--- src/rtl/mem_port_arbiter_if.sv ---
// mem_port_arbiter_if
//   Bundles the fetch port, data port, shared memory port and error flag of
//   the unified-memory arbiter.
//   slave  : arbiter view (takes requests and memory responses, drives acks,
//            read data, stalls, memory transaction fields and bus_err)
//   master : environment view (pipeline requesters plus the memory model)
// Parameters: AW address width, DW data width.
interface mem_port_arbiter_if #(
  parameter int AW = 32,
  parameter int DW = 32
);
  // fetch port
  logic          if_req;
  logic [AW-1:0] if_addr;
  logic [DW-1:0] if_rdata;
  logic          if_ack;
  logic          if_stall;
  // data port
  logic          dm_req;
  logic          dm_we;
  logic [3:0]    dm_be;
  logic [AW-1:0] dm_addr;
  logic [DW-1:0] dm_wdata;
  logic [DW-1:0] dm_rdata;
  logic          dm_ack;
  logic          dm_stall;
  // memory port
  logic          mem_req;
  logic          mem_we;
  logic [3:0]    mem_be;
  logic [AW-1:0] mem_addr;
  logic [DW-1:0] mem_wdata;
  logic          mem_rdy;
  logic [DW-1:0] mem_rdata;
  // watchdog
  logic          bus_err;

  modport slave (
    input  if_req, if_addr,
    output if_rdata, if_ack, if_stall,
    input  dm_req, dm_we, dm_be, dm_addr, dm_wdata,
    output dm_rdata, dm_ack, dm_stall,
    output mem_req, mem_we, mem_be, mem_addr, mem_wdata,
    input  mem_rdy, mem_rdata,
    output bus_err
  );

  modport master (
    output if_req, if_addr,
    input  if_rdata, if_ack, if_stall,
    output dm_req, dm_we, dm_be, dm_addr, dm_wdata,
    input  dm_rdata, dm_ack, dm_stall,
    input  mem_req, mem_we, mem_be, mem_addr, mem_wdata,
    output mem_rdy, mem_rdata,
    input  bus_err
  );
endinterface

--- src/rtl/mem_port_arbiter.sv ---
// mem_port_arbiter
//   Shares one memory port between instruction fetch and the MEM stage.
//   One transaction is outstanding at a time: IDLE grants (data first, it is
//   the older instruction), BUSY_I/BUSY_D hold the latched request until
//   mem_rdy, DONE presents a one-cycle ack, then back to IDLE.
//   A watchdog aborts a BUSY state after TIMEOUT cycles without mem_rdy,
//   returning 32'hDEADBEEF and setting the sticky bus_err.
// Ports:
//   clk  rising-edge clock
//   rst  synchronous active-high reset
//   bus  mem_port_arbiter_if.slave (fetch/data ports, memory port, bus_err)
// Parameters: AW, DW, STARVE_MAX (starvation guard only), TIMEOUT.
// Build option: define ARB_STARVE_GUARD_EN to force a fetch grant after
//   STARVE_MAX consecutive data grants while fetch was waiting.
module mem_port_arbiter #(
  parameter int AW         = 32,
  parameter int DW         = 32,
  parameter int STARVE_MAX = 4,
  parameter int TIMEOUT    = 255
) (
  input  logic                clk,
  input  logic                rst,
  mem_port_arbiter_if.slave   bus
);

  localparam int TW = (TIMEOUT < 2) ? 1 : $clog2(TIMEOUT);
  localparam logic [DW-1:0] ABORT_DATA = DW'(32'hDEADBEEF);

  typedef enum logic [1:0] {IDLE, BUSY_I, BUSY_D, DONE} state_t;

  state_t        state;
  logic [TW-1:0] wd_cnt;
  logic          fetch_turn;
  logic          grant_d;

`ifdef ARB_STARVE_GUARD_EN
  localparam int SW = (STARVE_MAX < 1) ? 1 : $clog2(STARVE_MAX + 1);
  logic [SW-1:0] starve_cnt;
  assign fetch_turn = bus.if_req && (starve_cnt == SW'(STARVE_MAX));
`else
  assign fetch_turn = 1'b0;
`endif

  assign grant_d      = bus.dm_req && !fetch_turn;
  assign bus.if_stall = bus.if_req & ~bus.if_ack;
  assign bus.dm_stall = bus.dm_req & ~bus.dm_ack;

  always_ff @(posedge clk) begin
    if (rst) begin
      state         <= IDLE;
      wd_cnt        <= '0;
      bus.mem_req   <= 1'b0;
      bus.mem_we    <= 1'b0;
      bus.mem_be    <= '0;
      bus.mem_addr  <= '0;
      bus.mem_wdata <= '0;
      bus.if_rdata  <= '0;
      bus.dm_rdata  <= '0;
      bus.if_ack    <= 1'b0;
      bus.dm_ack    <= 1'b0;
      bus.bus_err   <= 1'b0;
`ifdef ARB_STARVE_GUARD_EN
      starve_cnt    <= '0;
`endif
    end else begin
      bus.if_ack <= 1'b0;
      bus.dm_ack <= 1'b0;
      case (state)
        IDLE: begin
          if (grant_d) begin
            state         <= BUSY_D;
            wd_cnt        <= '0;
            bus.mem_req   <= 1'b1;
            bus.mem_we    <= bus.dm_we;
            bus.mem_be    <= bus.dm_be;
            bus.mem_addr  <= bus.dm_addr;
            bus.mem_wdata <= bus.dm_wdata;
`ifdef ARB_STARVE_GUARD_EN
            if (bus.if_req) starve_cnt <= starve_cnt + 1'b1;
`endif
          end else if (bus.if_req) begin
            state         <= BUSY_I;
            wd_cnt        <= '0;
            bus.mem_req   <= 1'b1;
            bus.mem_we    <= 1'b0;
            bus.mem_be    <= 4'hF;
            bus.mem_addr  <= bus.if_addr;
            bus.mem_wdata <= '0;
`ifdef ARB_STARVE_GUARD_EN
            starve_cnt    <= '0;
`endif
          end
        end
        BUSY_I, BUSY_D: begin
          // Normal completion and watchdog abort share the hand-off to DONE;
          // only the returned data and the error flag differ.
          if (bus.mem_rdy || (wd_cnt == TW'(TIMEOUT - 1))) begin
            if (state == BUSY_I) begin
              bus.if_rdata <= bus.mem_rdy ? bus.mem_rdata : ABORT_DATA;
              bus.if_ack   <= 1'b1;
            end else begin
              bus.dm_rdata <= bus.mem_rdy ? bus.mem_rdata : ABORT_DATA;
              bus.dm_ack   <= 1'b1;
            end
            if (!bus.mem_rdy) bus.bus_err <= 1'b1;
            bus.mem_req <= 1'b0;
            state       <= DONE;
          end else begin
            wd_cnt <= wd_cnt + 1'b1;
          end
        end
        DONE:    state <= IDLE;
        default: state <= IDLE;
      endcase
    end
  end

endmodule
--- src/flat_wrapper.sv ---
// flat-port wrapper written by rule: the top's interface ports become plain ports
module mem_port_arbiter_flat 
#(
  parameter int AW         = 32,
  parameter int DW         = 32,
  parameter int STARVE_MAX = 4,
  parameter int TIMEOUT    = 255
)
  (clk, rst, bus_if_req, bus_if_addr, bus_if_rdata, bus_if_ack, bus_if_stall, bus_dm_req, bus_dm_we, bus_dm_be, bus_dm_addr, bus_dm_wdata, bus_dm_rdata, bus_dm_ack, bus_dm_stall, bus_mem_req, bus_mem_we, bus_mem_be, bus_mem_addr, bus_mem_wdata, bus_mem_rdy, bus_mem_rdata, bus_bus_err);
  mem_port_arbiter_if #(.AW(AW), .DW(DW)) bus_i ();
  input  logic clk;
  input  logic rst;
  input wire logic [$bits(bus_i.if_req)-1:0] bus_if_req;
  input wire logic [$bits(bus_i.if_addr)-1:0] bus_if_addr;
  output wire logic [$bits(bus_i.if_rdata)-1:0] bus_if_rdata;
  output wire logic [$bits(bus_i.if_ack)-1:0] bus_if_ack;
  output wire logic [$bits(bus_i.if_stall)-1:0] bus_if_stall;
  input wire logic [$bits(bus_i.dm_req)-1:0] bus_dm_req;
  input wire logic [$bits(bus_i.dm_we)-1:0] bus_dm_we;
  input wire logic [$bits(bus_i.dm_be)-1:0] bus_dm_be;
  input wire logic [$bits(bus_i.dm_addr)-1:0] bus_dm_addr;
  input wire logic [$bits(bus_i.dm_wdata)-1:0] bus_dm_wdata;
  output wire logic [$bits(bus_i.dm_rdata)-1:0] bus_dm_rdata;
  output wire logic [$bits(bus_i.dm_ack)-1:0] bus_dm_ack;
  output wire logic [$bits(bus_i.dm_stall)-1:0] bus_dm_stall;
  output wire logic [$bits(bus_i.mem_req)-1:0] bus_mem_req;
  output wire logic [$bits(bus_i.mem_we)-1:0] bus_mem_we;
  output wire logic [$bits(bus_i.mem_be)-1:0] bus_mem_be;
  output wire logic [$bits(bus_i.mem_addr)-1:0] bus_mem_addr;
  output wire logic [$bits(bus_i.mem_wdata)-1:0] bus_mem_wdata;
  input wire logic [$bits(bus_i.mem_rdy)-1:0] bus_mem_rdy;
  input wire logic [$bits(bus_i.mem_rdata)-1:0] bus_mem_rdata;
  output wire logic [$bits(bus_i.bus_err)-1:0] bus_bus_err;
  assign bus_i.if_req = bus_if_req;
  assign bus_i.if_addr = bus_if_addr;
  assign bus_if_rdata = bus_i.if_rdata;
  assign bus_if_ack = bus_i.if_ack;
  assign bus_if_stall = bus_i.if_stall;
  assign bus_i.dm_req = bus_dm_req;
  assign bus_i.dm_we = bus_dm_we;
  assign bus_i.dm_be = bus_dm_be;
  assign bus_i.dm_addr = bus_dm_addr;
  assign bus_i.dm_wdata = bus_dm_wdata;
  assign bus_dm_rdata = bus_i.dm_rdata;
  assign bus_dm_ack = bus_i.dm_ack;
  assign bus_dm_stall = bus_i.dm_stall;
  assign bus_mem_req = bus_i.mem_req;
  assign bus_mem_we = bus_i.mem_we;
  assign bus_mem_be = bus_i.mem_be;
  assign bus_mem_addr = bus_i.mem_addr;
  assign bus_mem_wdata = bus_i.mem_wdata;
  assign bus_i.mem_rdy = bus_mem_rdy;
  assign bus_i.mem_rdata = bus_mem_rdata;
  assign bus_bus_err = bus_i.bus_err;
  mem_port_arbiter #(.AW(AW), .DW(DW), .STARVE_MAX(STARVE_MAX), .TIMEOUT(TIMEOUT)) u_core (.clk(clk), .rst(rst), .bus(bus_i));
endmodule
--- config.mk ---
export PLATFORM = sky130hd
export DESIGN_NAME = mem_port_arbiter_flat
export DESIGN_NICKNAME = d
export VERILOG_FILES = /design/src/rtl/mem_port_arbiter_if.sv /design/src/rtl/mem_port_arbiter.sv /design/src/flat_wrapper.sv
export SDC_FILE = /design/constraint.sdc
export NUM_CORES = 1
export LEC_CHECK = 0
export ABC_AREA = 1
export BUFFER_PORTS_ARGS = -buffer_cell sky130_fd_sc_hd__clkbuf_2
export CAP_MARGIN = 20
export CORE_UTILIZATION = 38
export CTS_CLUSTER_DIAMETER = 120
export DETAILED_ROUTE_END_ITERATION = 6
export PLACE_DENSITY = 0.78
export SETUP_SLACK_MARGIN = 0.02
export SKIP_LAST_GASP = 1
export SYNTH_ARGS = -nofsm -noshare
export SYNTH_HDL_FRONTEND = slang
export SYNTH_SLANG_ARGS = --single-unit
--- constraint.sdc ---
create_clock -name clk -period 4.19 [get_ports clk]
set_clock_uncertainty 0.1 [all_clocks]
set_input_delay 0.2095 -clock clk [delete_from_list [all_inputs] [get_ports clk]]
set_output_delay 0.2095 -clock clk [all_outputs]
set_load 0.01 [all_outputs]
==> flow_summary.toml <==
[grt]
grt_overflow = 0
grt_pass1_vias = 6366
antenna_found_initial = 1
grt_max_degree = 69
grt_usage = 0.249
grt_pass1_wl_um = 31100

[critical_path]
r2r_start = "u_core.state[0]$_SDFFE_PP0P_"
critical_path_arrival_ns = 3.23
critPathCaptureType = "flop"
start_kind = "flop"
path_max_fanout = 68
required_ns = 4.40
cp-startpoint = "u_core.state[0]$_SDFFE_PP0P_"
crit_type = "reg -> reg"

[power]
power.density_nw_per_um2 = 563
seqPwrFrac = 0.369
clkPwrFrac = 0.300
internal-power_w = 0.00322
p_sw_w = 0.00182
switching_share = 0.361
ir_drop_uv = 314
leakagePower_nw = 4.10
combPwrFrac = 0.332

[drt]
vias_per_cell = 5.08
firstDrtPassIters = 5
drt_iter0_markers = 337
ant_nets = 0
wl_um = 20300
num_vias = 6701
drc = 0
wire_per_inst_um = 15.4

[clocking]
clock_latency_ns = 0.42
cts_tree = "yes"
cts.sinks = 147
ctsHoldBuffers = 109
clk_pin_slew_ns = 0.07
postCtsSetupBuffers = 0
root_buffer = "clkbuf_16"
cts_resized = 0
h-tree-depth = 4
cts_made_buffers = 17
clockBufferDepth = 2

[yosys]
synth_flop_cell = "dfxtp_1"
netlist.area_leader.share = 0.497
synth-seq-cells = 147
syn-cell-area_sq_um = 5920
synth_edf_count = 0
syn_nets = 905
synthCells = 761
synth.largest_area_cell = "dfxtp_1"
synthTopCellsByArea = "dfxtp_1, nand2_1, a21oi_1"
yosysSeqAreaShare = 0.497
synth_cell_types = 27
yosys_warnings = 0
synthArstFlopShare = 0
avgSynthCellArea_sq_um = 7.78

[floorplan]
floorplan.initialDensity = 0.389
rows = 45
die-height_um = 127
die_w_um = 127
ios = 277
core_sq_um = 15200
dieArea_sq_um = 16100

[sta]
clock.fmax_mhz = 331
rsz0062_at_grt = "no"
setup_tns_ns = 0
slew_violations = 0
slew_headroom = 0.345
hold_violations = 0
finalCritPeriodShare = 0.721
setup_viol_count_final = 0
hold_slack_ns = 0.0539
tightest_slew_ns = 0.981
finalCriticalPeriod_ns = 3.02
setup_ws_ns = 1.17

[placement]
gp_congestion = 0.809
dpl.hpwl_um = 12300
io_buffers = 276
dp.cells = 1177
place_ws_ns = 1.70

[final_layout]
syn_to_final_growth_pct = 51.2
fin_util = 0.589
instances_no_fill = 1319
drive_gt1_frac = 0.315
fin_nets = 1261

[hold_path]
hp-class = "in -> reg"
min_from = "bus_mem_rdata[23]"

[flow_run]
cap_violations = 0

[run_status]
status = "finished, final reports clean"
worst max-delay path, cell delays in order (launching register included):
cell,delay (ns)
dfxtp_1,0.37
inv_1,0.08
ha_1,0.26
o21ai_4,0.32
inv_2,0.61
o21ai_0,0.46
a31oi_1,0.07
dlygate4sd3_1,0.62
logic make-up after synthesis:
family                   after synthesis  synth area share
buffers and inverters                122            0.0949
flip-flops                           147             0.497
AO/OA/AOI/OAI                        227             0.206
adder cells (fa/ha/maj)                6            0.0127
AND/OR/NAND/NOR                      259             0.189
path summary, 6_finish.rpt:
| kind | to | slack [ns] | cells past startpoint |
|---|---|---|---|
| max | u_core.bus.mem_addr[2]$_SDFFE_PP0P_ | 1.17 | 7 |
| min | u_core.bus.if_rdata[23]$_SDFFE_PP0P_ | 0.05 | 4 |
| max reg2reg | u_core.bus.mem_addr[2]$_SDFFE_PP0P_ | 1.17 | 7 |
| min reg2reg | u_core.bus.if_rdata[23]$_SDFFE_PP0P_ | 0.35 | 2 |
layout by cell type (no fill, tap or decap), types with 2 or more instances in the layout:
| cell | instances |
|---|---|
| a31oi_1 | 32 |
| inv_2 | 2 |
| o21ai_0 | 84 |
| inv_8 | 4 |
| dlygate4sd3_1 | 109 |
| clkinvlp_4 | 2 |
| o221a_2 | 4 |
| dfxtp_1 | 147 |
| or2_2 | 24 |
| buf_4 | 4 |
| nand2_2 | 3 |
| nand2_1 | 175 |
| ha_1 | 6 |
| nor2_1 | 22 |
| nand2_4 | 3 |
| inv_6 | 3 |
| nand3_1 | 26 |
| clkbuf_2 | 276 |
| inv_4 | 2 |
| inv_1 | 66 |
| clkbuf_16 | 17 |
| a21oi_1 | 104 |
| a21oi_2 | 2 |
| clkinv_2 | 2 |
| nor3b_1 | 2 |
| clkinv_4 | 2 |
power by group through the flow:
stage	registers, W	clock network [W]	logic, W
floorplan	0.00199	0	0.000847
global placement	0.00187	0	0.00141
detailed placement	0.00188	0	0.00144
CTS	0.00185	0.00153	0.00163
global route	0.00189	0.00159	0.00184
finish	0.00186	0.00151	0.00167
metrics by stage:
step | power [W] | instance area [sq um]
after global placement | 0.00329 | 7270
final | 0.00504 | 8950
after global routing | 0.00532 | 8950
after floorplan | 0.00284 | 5920
after detailed placement | 0.00332 | 7270
after CTS | 0.00502 | 8950
registers in the layout, summed over array words and instances (netlist names):
name                  flops
u_core.bus.dm_ack         1
u_core.bus.mem_we         1
u_core.wd_cnt             8
u_core.bus.mem_req        1
u_core.bus.dm_rdata      32
u_core.bus.mem_be         4
u_core.bus.mem_wdata     32
u_core.bus.if_rdata      32
u_core.state              2
u_core.bus.if_ack         1
u_core.bus.mem_addr      32
u_core.bus.bus_err        1
layer usage:
metal	track usage	routed length [um]	vias up
li1	-	-	3216
met1	0.262	7680	3042
met2	0.413	9650	351
met3	0.0776	1690	92
met4	0.195	1310	0
met5	0	0	-
cells in the mapped netlist (2+ instances only):
cell type / instances
nand3_1: 26
a31oi_1: 32
dfxtp_1: 147
clkbuf_1: 28
nand2_1: 175
nand2_4: 3
a21oi_1: 104
o221a_2: 4
or2_2: 24
buf_6: 9
inv_4: 2
inv_1: 67
nand2_2: 3
nor3b_1: 2
ha_1: 6
a21oi_2: 2
buf_4: 5
o21ai_0: 84
buf_2: 9
nor2_1: 22
area by class of cell:
type / instances / area [sq um]
clock inverters: 14 / 144
clock buffers: 18 / 439
fillers: 1295 / 6250
diodes: 1 / 2.50
flip-flops and latches: 147 / 2940
well taps: 188 / 235
repair buffers: 389 / 2500
inverters: 70 / 268
multi-input cells: 492 / 2420
Note: power is estimated with default switching activity, not from simulation.
